[config.mk]
export PLATFORM = sky130hd
export DESIGN_NAME = uart_rx_byte
export DESIGN_NICKNAME = d
export VERILOG_FILES = /design/src/rtl/uart_pkg.sv /design/src/rtl/sync_ff2.sv /design/src/rtl/uart_rx_byte.sv
export SDC_FILE = /design/constraint.sdc
export NUM_CORES = 1
export LEC_CHECK = 0
export BUFFER_PORTS_ARGS = -buffer_cell sky130_fd_sc_hd__buf_2
export CORE_UTILIZATION = 50
export DETAILED_ROUTE_END_ITERATION = 16
export GPL_ROUTABILITY_DRIVEN = 1
export PLACE_DENSITY = 0.68
export SLEW_MARGIN = 5
export SYNTH_ARGS = -nofsm -noshare
export SYNTH_HDL_FRONTEND = slang
export SYNTH_HIERARCHICAL = 1
export SYNTH_SLANG_ARGS = --single-unit
[constraint.sdc]
create_clock -name clk -period 3.15 [get_ports clk]
set_input_delay 0.63 -clock clk [delete_from_list [all_inputs] [get_ports clk]]
set_output_delay 0.63 -clock clk [all_outputs]
set_load 0.02 [all_outputs]
[src/rtl/uart_pkg.sv]
// Shared UART definitions: receiver FSM state encoding and frame geometry.
package uart_pkg;

    typedef enum logic [2:0] {
        IDLE,
        START,
        DATA,
        STOP,
        BREAK_WAIT
    } rx_state_t;

    localparam int DATA_BITS = 8;

endpackage

[src/rtl/sync_ff2.sv]
// Two-flop synchronizer for asynchronous inputs; flops come out of reset high,
// matching an idle serial line.
module sync_ff2 #(
    parameter int WIDTH = 1
) (
    input  logic             clk,
    input  logic             rst,
    input  logic [WIDTH-1:0] d,
    output logic [WIDTH-1:0] q
);

    logic [WIDTH-1:0] meta_reg;
    logic [WIDTH-1:0] sync_reg;

    always_ff @(posedge clk) begin
        if (!rst) begin
            meta_reg <= '1;
            sync_reg <= '1;
        end else begin
            meta_reg <= d;
            sync_reg <= meta_reg;
        end
    end

    assign q = sync_reg;

endmodule

[src/rtl/uart_rx_byte.sv]
// 8N1 UART receiver: mid-bit sampling, one-cycle done strobe per good byte,
// sticky framing error, and break handling so a held-low line yields no bytes.
module uart_rx_byte
    import uart_pkg::*;
#(
    parameter int CLK_FREQ = 50_000_000,
    parameter int BAUD     = 9600
) (
    input  logic       clk,
    input  logic       rst,
    input  logic       rx,
    output logic [7:0] rx_data,
    output logic       rx_done,
    output logic       rx_busy,
    output logic       frame_err
);

    localparam int CLKS_PER_BIT = CLK_FREQ / BAUD;
    localparam int HALF_BIT     = CLKS_PER_BIT / 2;
    localparam int CNT_W        = $clog2(CLKS_PER_BIT);

    localparam logic [CNT_W-1:0] BIT_LAST  = CNT_W'(CLKS_PER_BIT - 1);
    localparam logic [CNT_W-1:0] HALF_LAST = CNT_W'(HALF_BIT - 1);
    localparam logic [2:0]       IDX_LAST  = 3'(DATA_BITS - 1);

    generate
        if (CLKS_PER_BIT < 4) begin : g_bad_cfg
            $error("uart_rx_byte: CLK_FREQ/BAUD must be at least 4");
        end
    endgenerate

    logic                 rx_s;
    rx_state_t            state_reg, state_next;
    logic [CNT_W-1:0]     cnt_reg, cnt_next;
    logic [2:0]           bit_idx_reg, bit_idx_next;
    logic [DATA_BITS-1:0] shreg_reg, shreg_next;
    logic [7:0]           data_reg, data_next;
    logic                 done_reg, done_next;
    logic                 ferr_reg, ferr_next;

    sync_ff2 #(.WIDTH(1)) u_rx_sync (
        .clk (clk),
        .rst (rst),
        .d   (rx),
        .q   (rx_s)
    );

    always_comb begin
        state_next   = state_reg;
        cnt_next     = cnt_reg;
        bit_idx_next = bit_idx_reg;
        shreg_next   = shreg_reg;
        data_next    = data_reg;
        done_next    = 1'b0;
        ferr_next    = ferr_reg;

        case (state_reg)
            IDLE: begin
                cnt_next = '0;
                if (!rx_s) begin
                    state_next = START;
                end
            end
            START: begin
                if (cnt_reg == HALF_LAST) begin
                    cnt_next = '0;
                    if (!rx_s) begin
                        state_next   = DATA;
                        bit_idx_next = '0;
                    end else begin
                        // Start bit did not survive to mid-point: treat as a glitch.
                        state_next = IDLE;
                    end
                end else begin
                    cnt_next = cnt_reg + 1'b1;
                end
            end
            DATA: begin
                if (cnt_reg == BIT_LAST) begin
                    cnt_next                = '0;
                    shreg_next[bit_idx_reg] = rx_s;
                    if (bit_idx_reg == IDX_LAST) begin
                        state_next = STOP;
                    end else begin
                        bit_idx_next = bit_idx_reg + 1'b1;
                    end
                end else begin
                    cnt_next = cnt_reg + 1'b1;
                end
            end
            STOP: begin
                if (cnt_reg == BIT_LAST) begin
                    cnt_next = '0;
                    if (rx_s) begin
                        data_next  = shreg_reg;
                        done_next  = 1'b1;
                        ferr_next  = 1'b0;
                        state_next = IDLE;
                    end else begin
                        ferr_next  = 1'b1;
                        state_next = BREAK_WAIT;
                    end
                end else begin
                    cnt_next = cnt_reg + 1'b1;
                end
            end
            BREAK_WAIT: begin
                cnt_next = '0;
                if (rx_s) begin
                    state_next = IDLE;
                end
            end
            default: begin
                state_next = IDLE;
                cnt_next   = '0;
            end
        endcase
    end

    always_ff @(posedge clk) begin
        if (!rst) begin
            state_reg   <= IDLE;
            cnt_reg     <= '0;
            bit_idx_reg <= '0;
            shreg_reg   <= '0;
            data_reg    <= '0;
            done_reg    <= 1'b0;
            ferr_reg    <= 1'b0;
        end else begin
            state_reg   <= state_next;
            cnt_reg     <= cnt_next;
            bit_idx_reg <= bit_idx_next;
            shreg_reg   <= shreg_next;
            data_reg    <= data_next;
            done_reg    <= done_next;
            ferr_reg    <= ferr_next;
        end
    end

    assign rx_data   = data_reg;
    assign rx_done   = done_reg;
    assign rx_busy   = (state_reg != IDLE);
    assign frame_err = ferr_reg;

endmodule

==> metrics.txt <==
outcome complete, no violations; crit-path max FO 9; pre-CTS WS 1.09 ns; WL final 3030 um; Yosys top cell by area dfxtp_1; Crit path max-delay family simple AND/OR/NAND/NOR gates; Pre-antenna DRT Iters 4; clock sinks 39; final cell utilization of the core 59.8%; PwrDens 458 nW/um^2; largest net degree at the start of global routing 26; setup TNS 0 ns; initial antenna violation count 0; Area growth syn-to-layout 9.12%; Die Ht 60.8 um; Vias/cell 5.28; WL/cell 12.6 um; Max Fclk 482 MHz; Setup crit end kind flop; pin slew with the least headroom to its limit 0.448 ns; part of the cycle the worst path needs 65.8%; gr usage total 19.4%; Crit-path slowest cell or4b_4; Reg clk slew, reported paths 0.11 ns; Req. time, crit path 3.38 ns; Die Area 3690 sq um; Starting DRT DRC Count 70; worst path bufs/invs 0; CP startpoint cnt_reg[7]; Multi-input gate area 887 sq um; Setup WS post-layout 1.08 ns; via count of the first global-routing pass 1,198; CP cell instances or4b_4, or3_4, nor2_1, a21boi_2, a22o_1; Diodes inserted 0; Non-Filler Instances 240; Post-Syn Area 1730 sq um; H-tree levels 2; Post-Syn Instances 181; ys flop type dfxtp_1; Setup crit end rx_data[4]; global-route wire length before repair 5270 um; maximum vdd ir drop 0.000363 V; Slew HR 69.9%; core area 3150 sq um; Max clock buf depth 2; P_leak 0.742 nW; io pins 14; CP arrival 2.31 ns; unique cell type count in the Yosys netlist 42; CTS Root Cell clkbuf_4; min cycle time layout 2.07 ns; Synth async-reset ratio 0%; fin. max-slew vios 0; worst r2r src cnt_reg[7]; GPL Wtd Cong 0.825; drt drc 0; placed cells 232; Largest register FFs 13; final setup fails 0; # port buffers 13; WP depth 5; critical path startpoint category flop; FF-to-FF path depth 5; Post-synth EDFFs 0; r2r setup slk 1.08 ns; Starting Density 54.8%; CTS resizes 0; Synthesized Nets 187; dpl hpwl 2230 um; Hold Violations, Final 0; top cells by area, synth dfxtp_1 (45%), mux2i_1 (7.0%), nand2_1 (5.9%); synthesized area per cell 9.55 sq um; fillers 290; Die Wd 60.8 um; min-delay worst type reg2reg; Yosys top cell area share 45.2%; via count 1,266; NumNets Final 201; layout cell share with drive strength beyond 1 16.3%; CTS Hold Buffers Added 0; DRT antenna net count 0; clock skew 0.0106 ns; FP Rows 20; sequential share of the synthesized area 45.2%; RSZ-0062 raised after global routing false; postcts setup bufs 0; Synth Warn # 6; TritonCTS clock tree built; Clock Latency Late Sink 0.34 ns; max-cap violation count 0; reg-to-reg endpoint rx_data[4]; Worst Setup Path Type reg2reg; max incr delay on CP 0.54 ns; clock buffer count from CTS 5; GRT overflow 0; Seq. cell area 781 sq um; Yosys reg bits 39
[Yosys cell counts, drive strengths merged (2+ instances only)]
cell type and number:
nand2b 2, or3 2, ha 3, dfxtp 39
o21ai 2, a22o 8, nor2 26, xor2 5
xnor2 6, inv 3, nor2b 5, dlygate4sd1 2
nor3 2, nand4 6, nand2 27, a21oi 3
o22ai 2, buf 3, nand3 4, or4b 4
mux2i 12
[stage by stage]
stage | hold WS (ns) | area (sq um) | total power [mW]
2_1_floorplan | 0.386 | 1730 | 0.522
3_3_place_gp | 0.398 | 1800 | 0.525
3_5_place_dp | 0.401 | 1800 | 0.526
4_1_cts | 0.433 | 1890 | 0.870
5_1_grt | 0.457 | 1890 | 0.895
6_report | 0.425 | 1890 | 0.863
[metal layers]
layer	vias up	part of all wire, %	GRT usage, %
met5	-	0	0
met4	0	1.0	5.84
met3	4	3.9	7.04
met2	26	45	29.0
met1	581	50	26.3
li1	655	-	-
[power by group]
| part | internal (mW) | switching (mW) |
|---|---|---|
| clock network | 0.188 | 0.160 |
| logic | 0.00641 | 0.0120 |
| registers | 0.495 | 0.00198 |
| total | 0.689 | 0.174 |
[worst min path at each step]
stage	startpoint	to	cells past startpoint
global placement	u_rx_sync/meta_reg	u_rx_sync/q	1
global route	rx	u_rx_sync/meta_reg	2
floorplan	u_rx_sync/meta_reg	u_rx_sync/q	1
detailed placement	u_rx_sync/meta_reg	u_rx_sync/q	1
CTS	u_rx_sync/meta_reg	u_rx_sync/q	1
finish	u_rx_sync/meta_reg	u_rx_sync/q	1
[cell usage in the layout, fill, tap and decap left out, types with 2 or more instances in the layout]
cell type and n:
dfxtp_1 39, nand2_1 27, nor2_1 23, buf_2 13, mux2i_1 12, a22o_1 8
nand4_1 6, xnor2_1 6, nor2b_1 5, xor2_1 5, clkbuf_4 5, or4b_4 4
inv_1 3, a21oi_1 3, nand3_1 3, ha_1 3, o22ai_1 2, nor3_1 2
nor2_4 2, nand2b_1 2
[area by class of cell]
cell class	instances	share of cell area [%]
Tap cell	44	2.92
Inverter	3	0.597
Sequential cell	39	41.4
Timing Repair Buffer	13	3.45
Clock buffer	6	2.72
Multi-Input combinational cell	133	47.0
Clock inverter	2	1.86
[logic make-up (layout without fill, tap and decap cells)]
family | count (synthesis) | in the layout | synth area share, %
mux | 12 | 12 | 6.95
flops | 39 | 39 | 45.2
buf+inv | 9 | 24 | 3.48
compound gates | 19 | 19 | 8.69
fa+ha+maj | 3 | 3 | 2.17
simple gates | 88 | 88 | 28.0
xor+xnor | 11 | 11 | 5.58
No activity file was read; power rests on OpenSTA's default activity.
